--- src/rtl/pe_pkg.sv ---
// Shared defaults and FSM state type for the PE operand feeder.
package pe_pkg;

  localparam int unsigned DefDataInWidth = 8;
  localparam int unsigned DefBufferWidth = 2;
  localparam int unsigned DefBufferSize  = 4;
  localparam int unsigned DefLenWidth    = 8;
  localparam int unsigned StatWidth      = 16;

  typedef enum logic [1:0] {
    ST_IDLE = 2'd0,
    ST_RUN  = 2'd1,
    ST_DONE = 2'd2
  } state_e;

endpackage

--- src/rtl/pe_feeder_if.sv ---
// Host-side triple input and the three W/I/O operand output channels.
interface pe_feeder_if #(
  parameter int unsigned DataInWidth = pe_pkg::DefDataInWidth
) ();

  logic                   Host_DataInValid;
  logic                   Host_DataInRdy;
  logic [DataInWidth-1:0] Host_W;
  logic [DataInWidth-1:0] Host_I;
  logic [DataInWidth-1:0] Host_O;

  logic [DataInWidth-1:0] W_DataOut;
  logic                   W_DataOutValid;
  logic                   W_DataOutRdy;

  logic [DataInWidth-1:0] I_DataOut;
  logic                   I_DataOutValid;
  logic                   I_DataOutRdy;

  logic [DataInWidth-1:0] O_DataOut;
  logic                   O_NOPOut;
  logic                   O_DataOutRdy;

  // master: host and PE array side
  modport master (
    output Host_DataInValid, Host_W, Host_I, Host_O,
    output W_DataOutRdy, I_DataOutRdy, O_DataOutRdy,
    input  Host_DataInRdy,
    input  W_DataOut, W_DataOutValid,
    input  I_DataOut, I_DataOutValid,
    input  O_DataOut, O_NOPOut
  );

  // slave: the feeder itself
  modport slave (
    input  Host_DataInValid, Host_W, Host_I, Host_O,
    input  W_DataOutRdy, I_DataOutRdy, O_DataOutRdy,
    output Host_DataInRdy,
    output W_DataOut, W_DataOutValid,
    output I_DataOut, I_DataOutValid,
    output O_DataOut, O_NOPOut
  );

endinterface

--- src/rtl/feeder_channel.sv ---
// One output channel: private head pointer, valid decode and sent-item count.
module feeder_channel #(
  parameter int unsigned BufferWidth = pe_pkg::DefBufferWidth,
  parameter int unsigned LenWidth    = pe_pkg::DefLenWidth
) (
  input  logic                   clk,
  input  logic                   rst,
  input  logic                   clear,
  input  logic                   run,
  input  logic [BufferWidth:0]   tail,
  input  logic                   rdy,
  input  logic [LenWidth-1:0]    len,
  output logic                   valid_c,
  output logic                   fire_c,
  output logic                   last_c,
  output logic [BufferWidth:0]   head
);

  localparam int unsigned PtrWidth = BufferWidth + 1;

  logic [PtrWidth-1:0] head_q;
  logic [LenWidth-1:0] sent_q;
  logic [LenWidth-1:0] sent_next_c;

  assign valid_c     = run && (head_q != tail);
  assign fire_c      = valid_c && rdy;
  assign sent_next_c = fire_c ? sent_q + LenWidth'(1) : sent_q;
  // High once this channel has delivered the whole job, counting this cycle's beat
  assign last_c      = (sent_next_c == len);
  assign head        = head_q;

  always_ff @(posedge clk) begin
    if (rst) begin
      head_q <= '0;
      sent_q <= '0;
    end else if (clear) begin
      head_q <= '0;
      sent_q <= '0;
    end else if (fire_c) begin
      head_q <= head_q + PtrWidth'(1);
      sent_q <= sent_q + LenWidth'(1);
    end
  end

endmodule

--- src/rtl/pe_feeder.sv ---
// Buffers host operand triples and fans them out to independent W/I/O channels.
// Optional FEEDER_STATS_EN adds a saturating Stall_Count output.
module pe_feeder
  import pe_pkg::*;
#(
  parameter int unsigned DataInWidth = DefDataInWidth,
  parameter int unsigned BufferWidth = DefBufferWidth,
  parameter int unsigned BufferSize  = DefBufferSize,
  parameter int unsigned LenWidth    = DefLenWidth
) (
  input  logic                 clk,
  input  logic                 rst,
  input  logic                 Start,
  input  logic [LenWidth-1:0]  Len,
  output logic                 Busy,
  output logic                 Done,
`ifdef FEEDER_STATS_EN
  output logic [StatWidth-1:0] Stall_Count,
`endif
  pe_feeder_if.slave           bus
);

  localparam int unsigned PtrWidth = BufferWidth + 1;

  state_e state_q;
  state_e state_d;

  logic [LenWidth-1:0]    len_q;
  logic [LenWidth-1:0]    acc_q;
  logic [PtrWidth-1:0]    tail_q;

  logic [DataInWidth-1:0] buf_w [BufferSize];
  logic [DataInWidth-1:0] buf_i [BufferSize];
  logic [DataInWidth-1:0] buf_o [BufferSize];

  logic start_acc_c;
  logic run_c;
  logic host_rdy_c;
  logic host_fire_c;
  logic full_c;
  logic all_done_c;

  logic                w_valid_c, i_valid_c, o_valid_c;
  logic                w_fire_c,  i_fire_c,  o_fire_c;
  logic                w_last_c,  i_last_c,  o_last_c;
  logic [PtrWidth-1:0] head_w, head_i, head_o;
  logic [PtrWidth-1:0] occ_w_c, occ_i_c, occ_o_c, occ_max_c;

  assign start_acc_c = (state_q == ST_IDLE) && Start;
  assign run_c       = (state_q == ST_RUN);
  assign all_done_c  = w_last_c && i_last_c && o_last_c;

  assign Busy = run_c;
  assign Done = (state_q == ST_DONE);

  // State register
  always_ff @(posedge clk) begin
    if (rst) state_q <= ST_IDLE;
    else     state_q <= state_d;
  end

  // Next-state logic
  always_comb begin
    state_d = state_q;
    unique case (state_q)
      ST_IDLE: if (Start) state_d = (Len == '0) ? ST_DONE : ST_RUN;
      ST_RUN:  if (all_done_c) state_d = ST_DONE;
      ST_DONE: state_d = ST_IDLE;
      default: state_d = ST_IDLE;
    endcase
  end

  // Occupancy is measured against the slowest channel; an entry is only reusable
  // once every head has moved past it.
  always_comb begin
    occ_w_c   = tail_q - head_w;
    occ_i_c   = tail_q - head_i;
    occ_o_c   = tail_q - head_o;
    occ_max_c = occ_w_c;
    if (occ_i_c > occ_max_c) occ_max_c = occ_i_c;
    if (occ_o_c > occ_max_c) occ_max_c = occ_o_c;
  end

  assign full_c      = (occ_max_c == PtrWidth'(BufferSize));
  assign host_rdy_c  = run_c && !full_c && (acc_q < len_q);
  assign host_fire_c = host_rdy_c && bus.Host_DataInValid;

  // Job length latch, accepted-triple count and tail pointer
  always_ff @(posedge clk) begin
    if (rst) begin
      len_q  <= '0;
      acc_q  <= '0;
      tail_q <= '0;
    end else if (start_acc_c) begin
      len_q  <= Len;
      acc_q  <= '0;
      tail_q <= '0;
    end else if (host_fire_c) begin
      acc_q  <= acc_q + LenWidth'(1);
      tail_q <= tail_q + PtrWidth'(1);
    end
  end

  // Triple storage; contents are don't-care until written
  always_ff @(posedge clk) begin
    if (host_fire_c) begin
      buf_w[tail_q[BufferWidth-1:0]] <= bus.Host_W;
      buf_i[tail_q[BufferWidth-1:0]] <= bus.Host_I;
      buf_o[tail_q[BufferWidth-1:0]] <= bus.Host_O;
    end
  end

  feeder_channel #(.BufferWidth(BufferWidth), .LenWidth(LenWidth)) u_ch_w (
    .clk(clk), .rst(rst), .clear(start_acc_c), .run(run_c), .tail(tail_q),
    .rdy(bus.W_DataOutRdy), .len(len_q),
    .valid_c(w_valid_c), .fire_c(w_fire_c), .last_c(w_last_c), .head(head_w)
  );

  feeder_channel #(.BufferWidth(BufferWidth), .LenWidth(LenWidth)) u_ch_i (
    .clk(clk), .rst(rst), .clear(start_acc_c), .run(run_c), .tail(tail_q),
    .rdy(bus.I_DataOutRdy), .len(len_q),
    .valid_c(i_valid_c), .fire_c(i_fire_c), .last_c(i_last_c), .head(head_i)
  );

  feeder_channel #(.BufferWidth(BufferWidth), .LenWidth(LenWidth)) u_ch_o (
    .clk(clk), .rst(rst), .clear(start_acc_c), .run(run_c), .tail(tail_q),
    .rdy(bus.O_DataOutRdy), .len(len_q),
    .valid_c(o_valid_c), .fire_c(o_fire_c), .last_c(o_last_c), .head(head_o)
  );

  assign bus.Host_DataInRdy = host_rdy_c;
  assign bus.W_DataOutValid = w_valid_c;
  assign bus.I_DataOutValid = i_valid_c;
  assign bus.O_NOPOut       = o_valid_c;
  assign bus.W_DataOut      = buf_w[head_w[BufferWidth-1:0]];
  assign bus.I_DataOut      = buf_i[head_i[BufferWidth-1:0]];
  assign bus.O_DataOut      = buf_o[head_o[BufferWidth-1:0]];

`ifdef FEEDER_STATS_EN
  logic [StatWidth-1:0] stall_q;
  logic                 stall_c;

  assign stall_c = run_c && ((w_valid_c && !bus.W_DataOutRdy) ||
                             (i_valid_c && !bus.I_DataOutRdy) ||
                             (o_valid_c && !bus.O_DataOutRdy));

  // Saturating back-pressure cycle counter, restarted by each accepted job
  always_ff @(posedge clk) begin
    if (rst)                           stall_q <= '0;
    else if (start_acc_c)              stall_q <= '0;
    else if (stall_c && stall_q != '1) stall_q <= stall_q + StatWidth'(1);
  end

  assign Stall_Count = stall_q;
`endif

endmodule

--- src/flat_wrapper.sv ---
// flat-port wrapper written by rule: the top's interface ports become plain ports
module pe_feeder_flat import pe_pkg::*;
#(
  parameter int unsigned DataInWidth = DefDataInWidth,
  parameter int unsigned BufferWidth = DefBufferWidth,
  parameter int unsigned BufferSize  = DefBufferSize,
  parameter int unsigned LenWidth    = DefLenWidth
)
  (clk, rst, Start, Len, Busy, Done, bus_Host_DataInValid, bus_Host_W, bus_Host_I, bus_Host_O, bus_W_DataOutRdy, bus_I_DataOutRdy, bus_O_DataOutRdy, bus_Host_DataInRdy, bus_W_DataOut, bus_W_DataOutValid, bus_I_DataOut, bus_I_DataOutValid, bus_O_DataOut, bus_O_NOPOut);
  pe_feeder_if #(.DataInWidth(DataInWidth)) bus_i ();
  input  logic clk;
  input  logic rst;
  input  logic Start;
  input  logic [LenWidth-1:0] Len;
  output logic Busy;
  output logic Done;
  input wire logic [$bits(bus_i.Host_DataInValid)-1:0] bus_Host_DataInValid;
  input wire logic [$bits(bus_i.Host_W)-1:0] bus_Host_W;
  input wire logic [$bits(bus_i.Host_I)-1:0] bus_Host_I;
  input wire logic [$bits(bus_i.Host_O)-1:0] bus_Host_O;
  input wire logic [$bits(bus_i.W_DataOutRdy)-1:0] bus_W_DataOutRdy;
  input wire logic [$bits(bus_i.I_DataOutRdy)-1:0] bus_I_DataOutRdy;
  input wire logic [$bits(bus_i.O_DataOutRdy)-1:0] bus_O_DataOutRdy;
  output wire logic [$bits(bus_i.Host_DataInRdy)-1:0] bus_Host_DataInRdy;
  output wire logic [$bits(bus_i.W_DataOut)-1:0] bus_W_DataOut;
  output wire logic [$bits(bus_i.W_DataOutValid)-1:0] bus_W_DataOutValid;
  output wire logic [$bits(bus_i.I_DataOut)-1:0] bus_I_DataOut;
  output wire logic [$bits(bus_i.I_DataOutValid)-1:0] bus_I_DataOutValid;
  output wire logic [$bits(bus_i.O_DataOut)-1:0] bus_O_DataOut;
  output wire logic [$bits(bus_i.O_NOPOut)-1:0] bus_O_NOPOut;
  assign bus_i.Host_DataInValid = bus_Host_DataInValid;
  assign bus_i.Host_W = bus_Host_W;
  assign bus_i.Host_I = bus_Host_I;
  assign bus_i.Host_O = bus_Host_O;
  assign bus_i.W_DataOutRdy = bus_W_DataOutRdy;
  assign bus_i.I_DataOutRdy = bus_I_DataOutRdy;
  assign bus_i.O_DataOutRdy = bus_O_DataOutRdy;
  assign bus_Host_DataInRdy = bus_i.Host_DataInRdy;
  assign bus_W_DataOut = bus_i.W_DataOut;
  assign bus_W_DataOutValid = bus_i.W_DataOutValid;
  assign bus_I_DataOut = bus_i.I_DataOut;
  assign bus_I_DataOutValid = bus_i.I_DataOutValid;
  assign bus_O_DataOut = bus_i.O_DataOut;
  assign bus_O_NOPOut = bus_i.O_NOPOut;
  pe_feeder #(.DataInWidth(DataInWidth), .BufferWidth(BufferWidth), .BufferSize(BufferSize), .LenWidth(LenWidth)) u_core (.clk(clk), .rst(rst), .Start(Start), .Len(Len), .Busy(Busy), .Done(Done), .bus(bus_i));
endmodule
--- config.mk ---
export PLATFORM = sky130hd
export DESIGN_NAME = pe_feeder_flat
export DESIGN_NICKNAME = d
export VERILOG_FILES = /design/src/rtl/pe_pkg.sv /design/src/rtl/pe_feeder_if.sv /design/src/rtl/feeder_channel.sv /design/src/rtl/pe_feeder.sv /design/src/flat_wrapper.sv
export SDC_FILE = /design/constraint.sdc
export NUM_CORES = 1
export LEC_CHECK = 0
export BUFFER_PORTS_ARGS = -buffer_cell sky130_fd_sc_hd__buf_2
export CORE_ASPECT_RATIO = 0.5
export CORE_MARGIN = 4
export CORE_UTILIZATION = 59
export DETAILED_ROUTE_END_ITERATION = 12
export PLACE_DENSITY = 0.87
export SYNTH_ARGS = -nofsm -noshare
export SYNTH_HDL_FRONTEND = slang
export SYNTH_HIERARCHICAL = 1
export SYNTH_SLANG_ARGS = --single-unit
--- constraint.sdc ---
create_clock -name clk -period 5.45 [get_ports clk]
set_input_delay 0.8175 -clock clk [delete_from_list [all_inputs] [get_ports clk]]
set_output_delay 0.8175 -clock clk [all_outputs]
set_load 0.02 [all_outputs]
### Word level (Yosys, flattened, before mapping)

Memory sizes are Yosys's and may differ from the RTL's. A register that Yosys moved wholly into a read port is not among the register bits.
Cells that the tools add are included.

| word-level totals | value |
|---|---|
| register bits | 54 |
| bits in writable memories | 96 |
| input bits | 39 |
| word-level logic and storage cells | 72 |
| memories | 3 |

| cells by class | value |
|---|---|
| $add $sub $neg | 11 |
| magnitude comparators | 3 |
| eq/ne operators | 11 |
| multiplexer cells | 17 |
| reductions and logical operators | 17 |

Memory list:

| memory | depth | bits a word | rd ports | clocked after Yosys merged registers in | wr ports | line | source |
|---|---|---|---|---|---|---|---|
| u_core.buf_i | 4 | 8 | 1 | 1 | 1 | pe_feeder.sv:33 | `logic [DataInWidth-1:0] buf_i [BufferSize];` |
| u_core.buf_o | 4 | 8 | 1 | 1 | 1 | pe_feeder.sv:34 | `logic [DataInWidth-1:0] buf_o [BufferSize];` |
| u_core.buf_w | 4 | 8 | 1 | 1 | 1 | pe_feeder.sv:32 | `logic [DataInWidth-1:0] buf_w [BufferSize];` |

Operators with widths:

| cell | number |
|---|---|
| adder 8 x 1 -> 8 bit (second input constant) | 4 |
| equality test 8 bit | 3 |
| two-way mux 8 bit | 3 |
| two-way mux 2 bit | 9 |
| adder 3 x 1 -> 3 bit (second input constant) | 4 |
| logical AND 1 bit | 12 |
| inequality test 3 bit | 3 |
| subtractor 3 bit | 3 |
| logical NOT 8 bit | 1 |
| less-than comparator 8 bit | 1 |
| greater-than comparator 3 bit | 2 |
| two-way mux 3 bit | 2 |
| inequality test 2 bit (second input constant) | 2 |
| one-hot mux 2 bit (2 select lines) | 1 |
| equality test 3 bit (second input constant) | 1 |
| equality test 2 x 1 -> 1 bit (second input constant) | 1 |
| equality test 2 bit (second input constant) | 1 |
| logical NOT 2 bit | 1 |
| two-way mux 1 bit | 2 |
| AND reduction 2 bit | 1 |
| OR reduction 2 bit | 1 |
| logical NOT 1 bit | 1 |

### Logic depth before layout (Yosys ltp)

| depth | value |
|---|---|
| depth in word-level cells | 12 |
| gate-level depth with buffers | 19 |
| gate-level depth less buffers | 18 |

### By module

The synthesis kept the hierarchy.

Modules (own cells, without submodules):

| module | times used | cells each | area each (sq um) | seq. area each (sq um) |
|---|---|---|---|---|
| pe_feeder | 1 | 322 | 5036.1 | 3303.2 |
| feeder_channel | 3 | 77 | 689.4 | 220.2 |

### Worst setup path before layout

OpenSTA, ideal clock, no wires.

| timing | value |
|---|---|
| kind | register -> register |
| start | register u_core.u_ch_i.head_q[1] (netlist: u_core/u_ch_i/head[1]) |
| end | memory u_core/buf_i[0][0] in the netlist's numbering, enable pin |
| setup time | 383 ps |
| arrival time | 4661 ps |
| required time | 5067 ps |
| slack | 407 ps |
| cell stages (with the launch flop) | 17 |
| clock period less this slack | 5043 ps |
| path through | dfxtp_1 > clkbuf_1 > inv_1 > fa_1 > xnor3_1 > ha_1 > and3_1 > a21oi_1 > mux2i_1 > ha_1 > nor2b_1 > o21a_1 > o2111ai_1 > o2111ai_1 > clkbuf_1 > nor2_2 > and2_1 |

| between the ends | value |
|---|---|
| longest elaborated chain between the ends | 12 |

RTL lines:

| item | line | source |
|---|---|---|
| start: declaration | feeder_channel.sv:21 | `logic [PtrWidth-1:0] head_q;` |
| start signal: assignment | feeder_channel.sv:40 | `head_q <= head_q + PtrWidth'(1);` |
| subtractor 3 bit * | pe_feeder.sv:77 | `occ_i_c = tail_q - head_i;` |
| greater-than comparator 3 bit | pe_feeder.sv:80 | `if (occ_i_c > occ_max_c) occ_max_c = occ_i_c;` |
| two-way mux 3 bit * | pe_feeder.sv:80 |  |
| greater-than comparator 3 bit | pe_feeder.sv:81 | `if (occ_o_c > occ_max_c) occ_max_c = occ_o_c;` |
| two-way mux 3 bit * | pe_feeder.sv:81 |  |
| equality test 3 bit * | pe_feeder.sv:84 | `assign full_c = (occ_max_c == PtrWidth'(BufferSize));` |
| logical NOT 1 bit * | pe_feeder.sv:85 | `assign host_rdy_c = run_c && !full_c && (acc_q < len_q);` |
| logical AND 1 bit * (2 in a row) | pe_feeder.sv:85 |  |
| logical AND 1 bit * | pe_feeder.sv:86 | `assign host_fire_c = host_rdy_c && bus.Host_DataInValid;` |
| two-way mux 1 bit * | pe_feeder.sv:106 | `if (host_fire_c) begin` |
| two-way mux 1 bit (not written as such) * | pe_feeder.sv:108 | `buf_i[tail_q[BufferWidth-1:0]] <= bus.Host_I;` |
| end: declaration | pe_feeder.sv:33 |  |

Mark *: on every way between the ends. The rest lies on a longest branch, timed or not.

### Worst setup path in the final report

| timing | value |
|---|---|
| start | register u_core.tail_q[0] |
| end | output bus_Host_DataInRdy |

| between the ends | value |
|---|---|
| longest elaborated chain between the ends | 9 |
| elaborated cells between the ends (all ways) | 11 |

RTL lines:

| item | line | source |
|---|---|---|
| start: declaration | pe_feeder.sv:30 | `logic [PtrWidth-1:0] tail_q;` |
| start signal: assignment | pe_feeder.sv:100 | `tail_q <= tail_q + PtrWidth'(1);` |
| subtractor 3 bit, on equally long branches | pe_feeder.sv:77, pe_feeder.sv:76 |  |
| greater-than comparator 3 bit | pe_feeder.sv:80 |  |
| two-way mux 3 bit | pe_feeder.sv:80 |  |
| greater-than comparator 3 bit | pe_feeder.sv:81 |  |
| two-way mux 3 bit * | pe_feeder.sv:81 |  |
| equality test 3 bit * | pe_feeder.sv:84 |  |
| logical NOT 1 bit * | pe_feeder.sv:85 |  |
| logical AND 1 bit * (2 in a row) | pe_feeder.sv:85 |  |
| end: declaration | flat_wrapper.sv:24 | `output wire logic [$bits(bus_i.Host_DataInRdy)-1:0] bus_Host_DataInRdy;` |

Marks and branches as above.

==> reports/metrics.yaml <==
sta:
  setup-violations-final: 0
  skew_ps: 11.44
  finalWorstSetupSlack_ps: 70.27
  worstMarginPinSlew_ps: 1200
  slew_viol_final: 0
  hold_viol: 0
  fin_crit_sh_pct: 98.71
  max_freq_ghz: 0.1859
  period_minus_slack_ps: 5380
  relSlewSlack_pct: 19.63
  fin_tns_setup_ps: 0
placement:
  place_ws_ps: 341.7
  numPortBuffers: 68
  post-dp-hpwl_um: 10120
  gp_congestion: 0.8579
die:
  core_um2: 11380
  num_rows: 27
  die_y_um: 85.60
  io-pin-count: 69
  initial_core_util_pct: 62.40
  die_w_um: 163.2
  die-area_um2: 13970
logic_synthesis:
  synth.net_count: 622
  synth_common_cells: "96 x edfxtp_1, 54 x dfxtp_1, 50 x nand2_1, 43 x nor2_1, 39 x xor2_1"
  yosys-top-cells-area: "edfxtp_1 41%, dfxtp_1 15%, mux4_2 7.6%"
  synthCells: 553
  synth_largest_area_cell: "edfxtp_1"
  synth_edf_count: 96
  synth_seq_cells: 150
  synth.top_cell.area_share_pct: 40.58
  yosys_warnings: 6
  yosysSeqAreaShare_pct: 55.79
  netlist_area_um2: 7104
  ys.flop_type: "edfxtp_1"
  synth_cell_types: 48
  synthArstFlopShare_pct: 0
  avgSynthCellArea_um2: 12.85
  yosysMostFrequentCell: "edfxtp_1"
grt:
  antenna_found_initial: 0
  track_usage_pct: 23.08
  first_global_vias: 4743
  grt_max_degree: 25
  grt_pass1_wl_um: 24890
  grt_overflow: 0
worst_hold_path:
  min_path_type: "reg2reg"
  min_to: "u_core/state_q[1]"
  whs_path_depth: 1
  hp-start: "u_core/state_q[1]"
routing:
  dr.pass1.iters: 5
  wl_um: 15530
  drc_errors: 0
  drt_iter0_drc: 418
  ant_nets: 0
  routed_via_density: 5.822
  vias: 4733
  wire_per_inst_um: 19.11
setup_path:
  critPathCaptureType: "output pin"
  critPathRequiredTime_ps: 4630
  ff2ff_path_depth: 17
  crit_arrival_ps: 4560
  worst_r2r_endpoint: "u_core/buf_i[2][1]"
  start_kind: "flip-flop"
  critPathLaunch: "u_core/tail_q[0]"
  regToRegSetupSlack_ps: 310
  crit_type: "reg2out"
  crit_path_max_fanout: 9
  rr_startpoint: "u_core/tail_q[0]"
power:
  power.share.clock_pct: 45.1
  intPower_uw: 1948
  p_leak_uw: 0.003124
  power_density_nw_per_um2: 311.9
  p_seq_share_pct: 47.9
  comb_power_share_pct: 7.0
  vdd_drop_max_mv: 0.1729
  power_switching_uw: 642.6
  swShare_pct: 24.81
layout:
  diodes: 0
  regArea_um2: 3965
  nNetsFinal: 710
  fill_cells: 741
  syn2layout_area_growth_pct: 16.91
  multi_input_area_um2: 2973
  layout-drive-gt1-share_pct: 25.08
cts:
  cts_made_buffers: 17
  tritoncts: "built"
  clkSlewWorstSetupHoldPaths_ps: 70
  cts_sinks: 150
  clock_latency_ps: 420
  clockBufferDepth: 2
  cts_hold_buffers: 0
  h-tree-depth: 4
  cts_root_buffer: "clkbuf_16"
run_status:
  outcome: "complete, no violations"
run:
  cap_viol_max_count: 0
## how the worst max path moves through the flow
stage / to / cells past startpoint
after floorplan: u_core/buf_i[0][0] / 16
after global placement: u_core/buf_i[2][3] / 17
after detailed placement: u_core/buf_i[2][4] / 17
after CTS: bus_Host_DataInRdy / 16
after global routing: bus_Host_DataInRdy / 16
final: bus_Host_DataInRdy / 16
## cells by family (layout without fill, tap and decap cells)
group,Yosys count,count (layout),synth area share [%]
compound gates,46,46,3.998
fa+ha+maj,30,30,5.601
mux,37,37,9.968
simple gates,174,174,12.33
flops,150,150,55.79
xor+xnor,73,73,9.704
buf+inv,43,144,2.606
## cell type report
type,instances,area share (%)
clock buffers,18,5.167
clock inverters,14,1.898
inverters,27,1.220
multi-input cells,360,35.79
flip-flops and latches,150,47.74
well taps,159,2.395
repair buffers,85,5.785
## registers in the layout (all words and copies together) (netlist names), 3 cells and up
name	count
u_core/acc_q	8
u_core/buf_i	32
u_core/buf_o	32
u_core/buf_w	32
u_core/len_q	8
u_core/tail_q	3
u_core/u_ch_i/head	3
u_core/u_ch_i/sent_q	8
u_core/u_ch_o/head	3
u_core/u_ch_o/sent_q	8
u_core/u_ch_w/head	3
u_core/u_ch_w/sent_q	8
## metrics by stage
stage	area (µm²)	utilization, %	hold slack (ps)	std cells	power [µW]
5_1_grt	8305	72.95	503.2	813	2678
3_5_place_dp	7662	67.30	453.7	776	1437
6_report	8305	72.95	465.3	813	2590
2_1_floorplan	7104	-	428.9	553	1370
4_1_cts	8253	72.49	462.6	808	2603
3_3_place_gp	7662	67.30	443.9	776	1430
## what timing repair did
item                       4_1_cts  5_1_grt
resized for setup                2        4
setup buffers                    0        5
setup endpoints to repair        1       22
cloned                           0        0
pin swaps                        0        2
## power groups by stage
stage / sequential [µW] / clock (µW) / combinational, µW
after floorplan: 1260 / 0 / 110
after global placement: 1260 / 0 / 166
after detailed placement: 1260 / 0 / 173
after CTS: 1240 / 1190 / 178
after global routing: 1240 / 1240 / 198
final: 1240 / 1170 / 182
## cell usage in the layout, fill, tap and decap left out, types with 5 or more instances in the layout
cell type / instances
edfxtp_1: 96
buf_2: 68
dfxtp_1: 53
nand2_1: 50
nor2_1: 43
xor2_1: 39
xnor2_1: 29
ha_1: 27
inv_1: 26
mux4_2: 24
a21oi_1: 20
clkbuf_16: 17
buf_4: 16
nand3_1: 14
mux2i_1: 9
inv_8: 7
nor2b_1: 7
or3_1: 7
and3_1: 6
and2_1: 6
nor4_1: 6
and4_1: 6
nand4_1: 5
a31oi_1: 5
## critical path, cell delays in order (launching register included)
cell and delay [ps]:
dfxtp_2 390, inv_2 130, ha_1 160, inv_1 50, fa_1 400, xnor3_1 430
ha_1 410, nand3b_1 190, a21oi_2 280, mux2i_2 290, ha_1 300, nor2b_1 160
o21a_1 210, o21ai_0 240, o211a_4 260, nor2_1 80, buf_2 160
## routing by layer
layer / vias up / GRT usage (%) / routed length [µm]
met2: 187 / 37.14 / 7342
met1: 2321 / 31.26 / 6817
met4: 0 / 9.056 / 414
li1: 2193 / - / -
met3: 32 / 4.897 / 957
met5: - / 0 / 0
No activity file was read; power rests on OpenSTA's default activity.
